<file path="config.mk">
export PLATFORM = sky130hd
export DESIGN_NAME = multiplicador_seq
export DESIGN_NICKNAME = d
export VERILOG_FILES = /design/src/rtl/multiplicador_seq.sv
export SDC_FILE = /design/constraint.sdc
export NUM_CORES = 1
export LEC_CHECK = 0
export CAP_MARGIN = 10
export CORE_ASPECT_RATIO = 1.5
export CORE_MARGIN = 2
export CORE_UTILIZATION = 45
export DETAILED_ROUTE_END_ITERATION = 16
export HOLD_SLACK_MARGIN = 0.05
export PLACE_DENSITY = 0.69
export SYNTH_ARGS = -nofsm -noshare
export SYNTH_HDL_FRONTEND = slang
export SYNTH_SLANG_ARGS = --single-unit
export TNS_END_PERCENT = 20
</file>
<file path="constraint.sdc">
create_clock -name clk -period 3.4 [get_ports clk]
set_input_delay 0.51 -clock clk [delete_from_list [all_inputs] [get_ports clk]]
set_output_delay 0.51 -clock clk [all_outputs]
set_load 0.03 [all_outputs]
</file>
<file path="src/rtl/multiplicador_seq.sv">
// Sequential radix-2 shift-add multiplier: unsigned Q8.16 x Q8.16 -> Q16.16, start/done handshake.
// Optional round-half-up with saturation when MULT_ROUND_EN is defined; truncation otherwise.
module multiplicador_seq #(
    parameter int unsigned W_IN  = 24,
    parameter int unsigned FRAC  = 16,
    parameter int unsigned W_OUT = 32
) (
    input  logic             clk,
    input  logic             rst_n,
    input  logic             start,
    input  logic [W_IN-1:0]  in1,
    input  logic [W_IN-1:0]  in2,
    output logic [W_OUT-1:0] out,
    output logic             busy,
    output logic             done
);

    localparam int unsigned W_ACC = 2 * W_IN;
    localparam int unsigned CW    = $clog2(W_IN);

    typedef enum logic [1:0] {
        IDLE   = 2'd0,
        RUN    = 2'd1,
        FINISH = 2'd2
    } state_t;

    state_t             state_q, state_d;
    logic [W_ACC-1:0]   mcand_q, mcand_d;
    logic [W_IN-1:0]    mplier_q, mplier_d;
    logic [W_ACC-1:0]   acc_q, acc_d;
    logic [CW-1:0]      cnt_q, cnt_d;
    logic [W_OUT-1:0]   out_q, out_d;
    logic               busy_q, busy_d;
    logic               done_q, done_d;
    logic [W_OUT-1:0]   result;

`ifdef MULT_ROUND_EN
    logic [W_OUT:0] rnd_sum;

    // Carry out of the rounding add means the truncated value was all ones: saturate.
    always_comb begin
        rnd_sum = {1'b0, acc_q[W_ACC-1:FRAC]} + (W_OUT+1)'(acc_q[FRAC-1]);
        result  = rnd_sum[W_OUT] ? '1 : rnd_sum[W_OUT-1:0];
    end

    logic unused_frac;
    assign unused_frac = ^acc_q[FRAC-2:0];
`else
    assign result = acc_q[W_ACC-1:FRAC];

    logic unused_frac;
    assign unused_frac = ^acc_q[FRAC-1:0];
`endif

    always_ff @(posedge clk or negedge rst_n) begin
        if (!rst_n) begin
            state_q  <= IDLE;
            mcand_q  <= '0;
            mplier_q <= '0;
            acc_q    <= '0;
            cnt_q    <= '0;
            out_q    <= '0;
            busy_q   <= 1'b0;
            done_q   <= 1'b0;
        end else begin
            state_q  <= state_d;
            mcand_q  <= mcand_d;
            mplier_q <= mplier_d;
            acc_q    <= acc_d;
            cnt_q    <= cnt_d;
            out_q    <= out_d;
            busy_q   <= busy_d;
            done_q   <= done_d;
        end
    end

    always_comb begin
        state_d  = state_q;
        mcand_d  = mcand_q;
        mplier_d = mplier_q;
        acc_d    = acc_q;
        cnt_d    = cnt_q;
        out_d    = out_q;
        busy_d   = busy_q;
        done_d   = 1'b0;
        unique case (state_q)
            IDLE: begin
                if (start) begin
                    mcand_d  = {{(W_ACC-W_IN){1'b0}}, in1};
                    mplier_d = in2;
                    acc_d    = '0;
                    cnt_d    = '0;
                    busy_d   = 1'b1;
                    state_d  = RUN;
                end
            end
            RUN: begin
                // Multiplicand walks left, multiplier walks right: bit 0 always selects.
                if (mplier_q[0]) begin
                    acc_d = acc_q + mcand_q;
                end
                mcand_d  = mcand_q << 1;
                mplier_d = mplier_q >> 1;
                cnt_d    = cnt_q + CW'(1);
                if (cnt_q == CW'(W_IN - 1)) begin
                    state_d = FINISH;
                end
            end
            FINISH: begin
                out_d   = result;
                done_d  = 1'b1;
                busy_d  = 1'b0;
                state_d = IDLE;
            end
            default: begin
                state_d = IDLE;
            end
        endcase
    end

    assign out  = out_q;
    assign busy = busy_q;
    assign done = done_q;

endmodule

</file>
; After elaboration in Yosys (flattened, before gate mapping)
; Cells that the tools add are included.
[word_totals]
regBits = 161
latch_bits = 0
ramBits = 0
rom_bits = 0
inputBits = 51
out_inout_bits = 34
wordCells = 38
memories = 0
[classes]
addsub = 2
mul = 0
div = 0
n_lt_le_gt_ge = 0
n_eq_ne = 6
shift = 0
mux = 15
bitwise_logic = 0
n_reduce_logical = 7
[op_table]
columns = op, n
row1 = 48-bit case mux with 2 select lines, 2
row2 = 48-bit 2-to-1 mux, 3
row3 = 48-bit adder, 1
row4 = 24-bit case mux with 2 select lines, 1
row5 = 24-bit 2-to-1 mux, 1
row6 = 5-bit case mux with 2 select lines, 1
row7 = 2-bit inequality test (second input constant), 3
row8 = 2-bit AND reduction, 3
row9 = 5-bit by 1-bit adder with 5-bit output (second input constant), 1
row10 = 5-bit equality test (second input constant), 1
row11 = 5-bit 2-to-1 mux, 1
row12 = 2-bit 2-to-1 mux, 2
row13 = 2-bit case mux with 2 select lines, 1
row14 = 2-bit nonzero test, 2
row15 = 3-bit AND reduction, 1
row16 = 2-bit by 1-bit equality test with 1-bit output (second input constant), 1
row17 = 2-bit equality test (second input constant), 1
row18 = 2-bit zero test, 1
row19 = 1-bit 2-to-1 mux, 2
row20 = 1-bit case mux with 2 select lines, 1

; Logic depth before layout (Yosys ltp)
[logic_depth]
depth_word = 3
ltp_mapped = 12
mapped_depth_nobuf = 12

; Least setup slack after synthesis
; Ideal clock, no wire load.
[synth_timing]
path_type = reg-to-reg
start = register mcand_q[0]
end = register acc_q[42]
setup_time_ns = 0.129
t_arrival_ns = 2.762
required_ns = 3.271
setup_slack_ns = 0.509
path_stages_with_launch = 13
path_buffers = 0
period_less_slack_ns = 2.891
path_cell_list = dfrtp_1 ha_1 fa_1 a21oi_1 o21ai_0 o21ai_1 o211ai_2 a31oi_4 o31ai_1 a221o_1 a31oi_1 xor2_1 o21ai_1
[synth_via]
elab_chain_cells = 3
[synth_rtl]
columns = element, line_no
row1 = start: declaration, 28  ; logic [W_ACC-1:0] mcand_q, mcand_d;
row2 = start signal: assignment, 67  ; mcand_q <= mcand_d;
row3 = 48-bit adder, 100  ; acc_d = acc_q + mcand_q;
row4 = 48-bit 2-to-1 mux, 99  ; if (mplier_q[0]) begin
row5 = 48-bit case mux with 2 select lines, 86  ; unique case (state_q)
row6 = end signal: assignment, 60  ; acc_q <= '0;
row7 = end signal: assignment, 69  ; acc_q <= acc_d;
row8 = end: declaration, 30  ; logic [W_ACC-1:0] acc_q, acc_d;
; No other way between the ends. The select of a mux whose other input is x is not followed.
; A chain may end at the register's enable or synchronous reset.

; Final worst setup path
; Ends and elaborated chain as after synthesis.

==> results.sh <==
export IMPL_status="finished clean"
export IMPL_synth_cell_types=61
export IMPL_area_growth_pct=18.4
export IMPL_place_ws_ns=0.167
export IMPL_vias=7464
export IMPL_finalWorstSetupSlack_ns=0.169
export IMPL_period_minus_slack_ns=3.23
export IMPL_drtIter0Drc=412
export IMPL_n_fill_cell=1814
export IMPL_synthDominantCellAreaShare=0.440
export IMPL_worstMarginPinSlew_ns=0.930
export IMPL_die_h_um=179
export IMPL_r2r_slack_ns=0.17
export IMPL_cts_buffers=17
export IMPL_hold_buffers=0
export IMPL_cts_tree="yes"
export IMPL_first_global_vias=7482
export IMPL_yosys_most_used_dff="dfrtp_1"
export IMPL_syn_area_um2=9160
export IMPL_crit_required_ns=3.70
export IMPL_synthCells=957
export IMPL_htree_num_levels=4
export IMPL_clock_path_buffers=2
export IMPL_finalSetupViolations=0
export IMPL_ys_ff_latch=161
export IMPL_min_path_type="primary input to asynchronous set/reset pin"
export IMPL_ios=85
export IMPL_grtUsageTotal=0.223
export IMPL_fmax_mhz=309
export IMPL_drt_total_wl_um=23000
export IMPL_portBuffers=84
export IMPL_endpoint="acc_q[42]"
export IMPL_dieArea_um2=21500
export IMPL_seq_area_frac_synth=0.440
export IMPL_r2r_start="mcand_q[0]"
export IMPL_synth_net_count=1057
export IMPL_cts_root_buf="clkbuf_16"
export IMPL_power_density_nw_per_um2=872
export IMPL_async_flop_share=1.00
export IMPL_post_dp_hpwl_um=15900
export IMPL_p_leak_nw=4.85
export IMPL_fin_crit_sh=0.950
export IMPL_syn_area_per_cell_um2=9.57
export IMPL_drc=0
export IMPL_grt_max_degree=82
export IMPL_fin_skew_ns=0.0102
export IMPL_dr_pass1_iters=5
export IMPL_path_clk_slew_ns=0.06
export IMPL_finalNetCount=1117
export IMPL_worst_setup_path_end_kind="register"
export IMPL_r2r_end="acc_q[42]"
export IMPL_core_area_um2=19900
export IMPL_slew_viol_final=0
export IMPL_setup_tns_ns=0
export IMPL_synth_warnings=0
export IMPL_final_hold_violation_count=0
export IMPL_cp_startpoint="mcand_q[0]"
export IMPL_grt_antenna_before_repair=0
export IMPL_initial_utilization=0.461
export IMPL_wl_per_cell_um=17.8
export IMPL_n_antenna_cell=0
export IMPL_reg2reg_depth=12
export IMPL_layout_drive_gt1_share=0.0933
export IMPL_crit_fanout=3
export IMPL_die_width_um=120
export IMPL_grt_pass1_wl_um=38100
export IMPL_via_per_inst=5.79
export IMPL_synth_edf_count=0
export IMPL_synth_largest_area_cell="dfrtp_1"
export IMPL_worstSkewPairLatency_ns=0.43
export IMPL_synth_area_leaders="dfrtp_1 44%, ha_1 6.6%, o21ai_0 6.4%"
export IMPL_arrival_ns=3.53
export IMPL_gp_congestion=0.890
export IMPL_core_rowCount=63
export IMPL_max_cap_violations=0
export IMPL_critPathKind="register to register"
export IMPL_critPathLaunchType="register"
export IMPL_ant_nets=0
export IMPL_relSlewSlack=0.378
export IMPL_overflow=0
export IMPL_clkSinkCount=161
export IMPL_irDropWorstVdd_mv=0.485
## Yosys cell counts, types with 2 or more instances
cell type / number
dfrtp_1: 161
o21ai_0: 117
a21oi_1: 97
nand2_1: 93
nor2b_1: 54
clkbuf_1: 53
ha_1: 48
a22oi_1: 47
mux2_2: 32
a22o_1: 29
a21o_1: 27
xnor2_1: 25
nor2_1: 22
xor2_1: 20
nand3_1: 12
nand4_1: 11
inv_1: 10
nand2b_1: 7
o21bai_1: 7
and3_1: 6
o21ai_1: 6
and2_1: 5
nor3_1: 5
o211ai_1: 5
a31oi_1: 4
o31ai_1: 4
and4_1: 3
buf_2: 3
o211a_1: 3
o21a_1: 3
a211o_1: 2
a211oi_1: 2
and2_0: 2
buf_1: 2
nor3b_1: 2
o21ai_2: 2
o22a_1: 2
## cell usage in the layout (no fill, tap or decap), types with 5 or more instances in the layout
master           count
dfrtp_1            161
o21ai_0            117
a21oi_1             96
nand2_1             93
clkdlybuf4s50_1     82
nor2b_1             52
ha_1                48
a22oi_1             47
mux2_2              32
a22o_1              29
a21o_1              27
xnor2_1             25
nor2_1              21
xor2_1              20
clkbuf_16           17
buf_4               15
nand3_1             12
nand4_1             11
inv_1               10
and3_1               6
nand2b_1             6
o21bai_1             6
nor3_1               5
o211ai_1             5
o21ai_1              5
and2_1               5
## how the worst min path moves through the flow
stage,slack [ns],depth (start not counted),from,end
2_1_floorplan,0.21,0,rst_n,acc_q[0]
3_3_place_gp,0.46,2,busy,busy
6_report,0.11,1,rst_n,mplier_q[15]
5_1_grt,0.17,1,rst_n,mplier_q[15]
4_1_cts,0.14,1,rst_n,mplier_q[15]
3_5_place_dp,0.47,2,busy,busy
## cell families (layout without fill, tap and decap cells)
kind of cell	after synthesis	in the layout	synth area share
and+or+nand+nor	228	228	0.124
AOI/OAI and AO/OA	372	372	0.256
xor gates and xnor gates	45	45	0.0430
adders and majority gates	49	49	0.0678
DFF	161	161	0.440
buffers and inverters	69	141	0.0295
muxes	33	33	0.0404
## registers in the layout (all words and copies together), names as in the netlist
name,count
out,32
mcand_q,48
acc_q,48
done,1
mplier_q,24
busy,1
state_q,2
cnt_q,5
## worst max-delay path: stages (launching register included)
cell and delay (ns):
dfrtp_1 0.40, ha_1 0.23, fa_1 0.43, a21oi_2 0.17, o21ai_0 0.16, o21ai_2 0.25, o211ai_2 0.19, a31oi_4 0.25
o31ai_1 0.15, a221o_1 0.42, a31oi_1 0.21, xor2_1 0.16, o21ai_1 0.07
## metrics by stage
step	power, mW	util	cell area, um^2	cells	hold slack [ns]
floorplan	6.27	-	9160	957	0.214
global placement	7.47	0.516	10200	1257	0.461
detailed placement	7.54	0.516	10200	1257	0.467
CTS	9.51	0.545	10800	1288	0.143
global route	10.2	0.546	10800	1289	0.172
finish	9.46	0.546	10800	1289	0.115
## repair_timing
action / CTS / global route
gates resized for setup: 0 / 2
setup endpoints to repair: 0 / 4
buffers inserted: 0 / 1
## final cells by class
cell class                      count  area (um^2)  area share
Timing Repair Buffer              100          970      0.0894
Inverter                           10         37.5     0.00346
Sequential cell                   161         4030       0.372
Clock inverter                     10          136      0.0126
Multi-Input combinational cell    727         4890       0.451
Tap cell                          260          325      0.0300
Clock buffer                       21          450      0.0415
## report_power, final
group	internal (mW)	switching, mW
clock	1.17	0.758
combinational	1.80	2.51
sequential	2.62	0.599
total	5.59	3.87
## per-layer routing
layer / vias up / GRT usage / routed length [um]
met2: 152 / 0.396 / 11800
met1: 3681 / 0.270 / 9820
li1: 3592 / - / -
met5: - / 0 / 0
met4: 0 / 0.0843 / 617
met3: 39 / 0.0350 / 730
No activity file was read; power rests on OpenSTA's default activity.
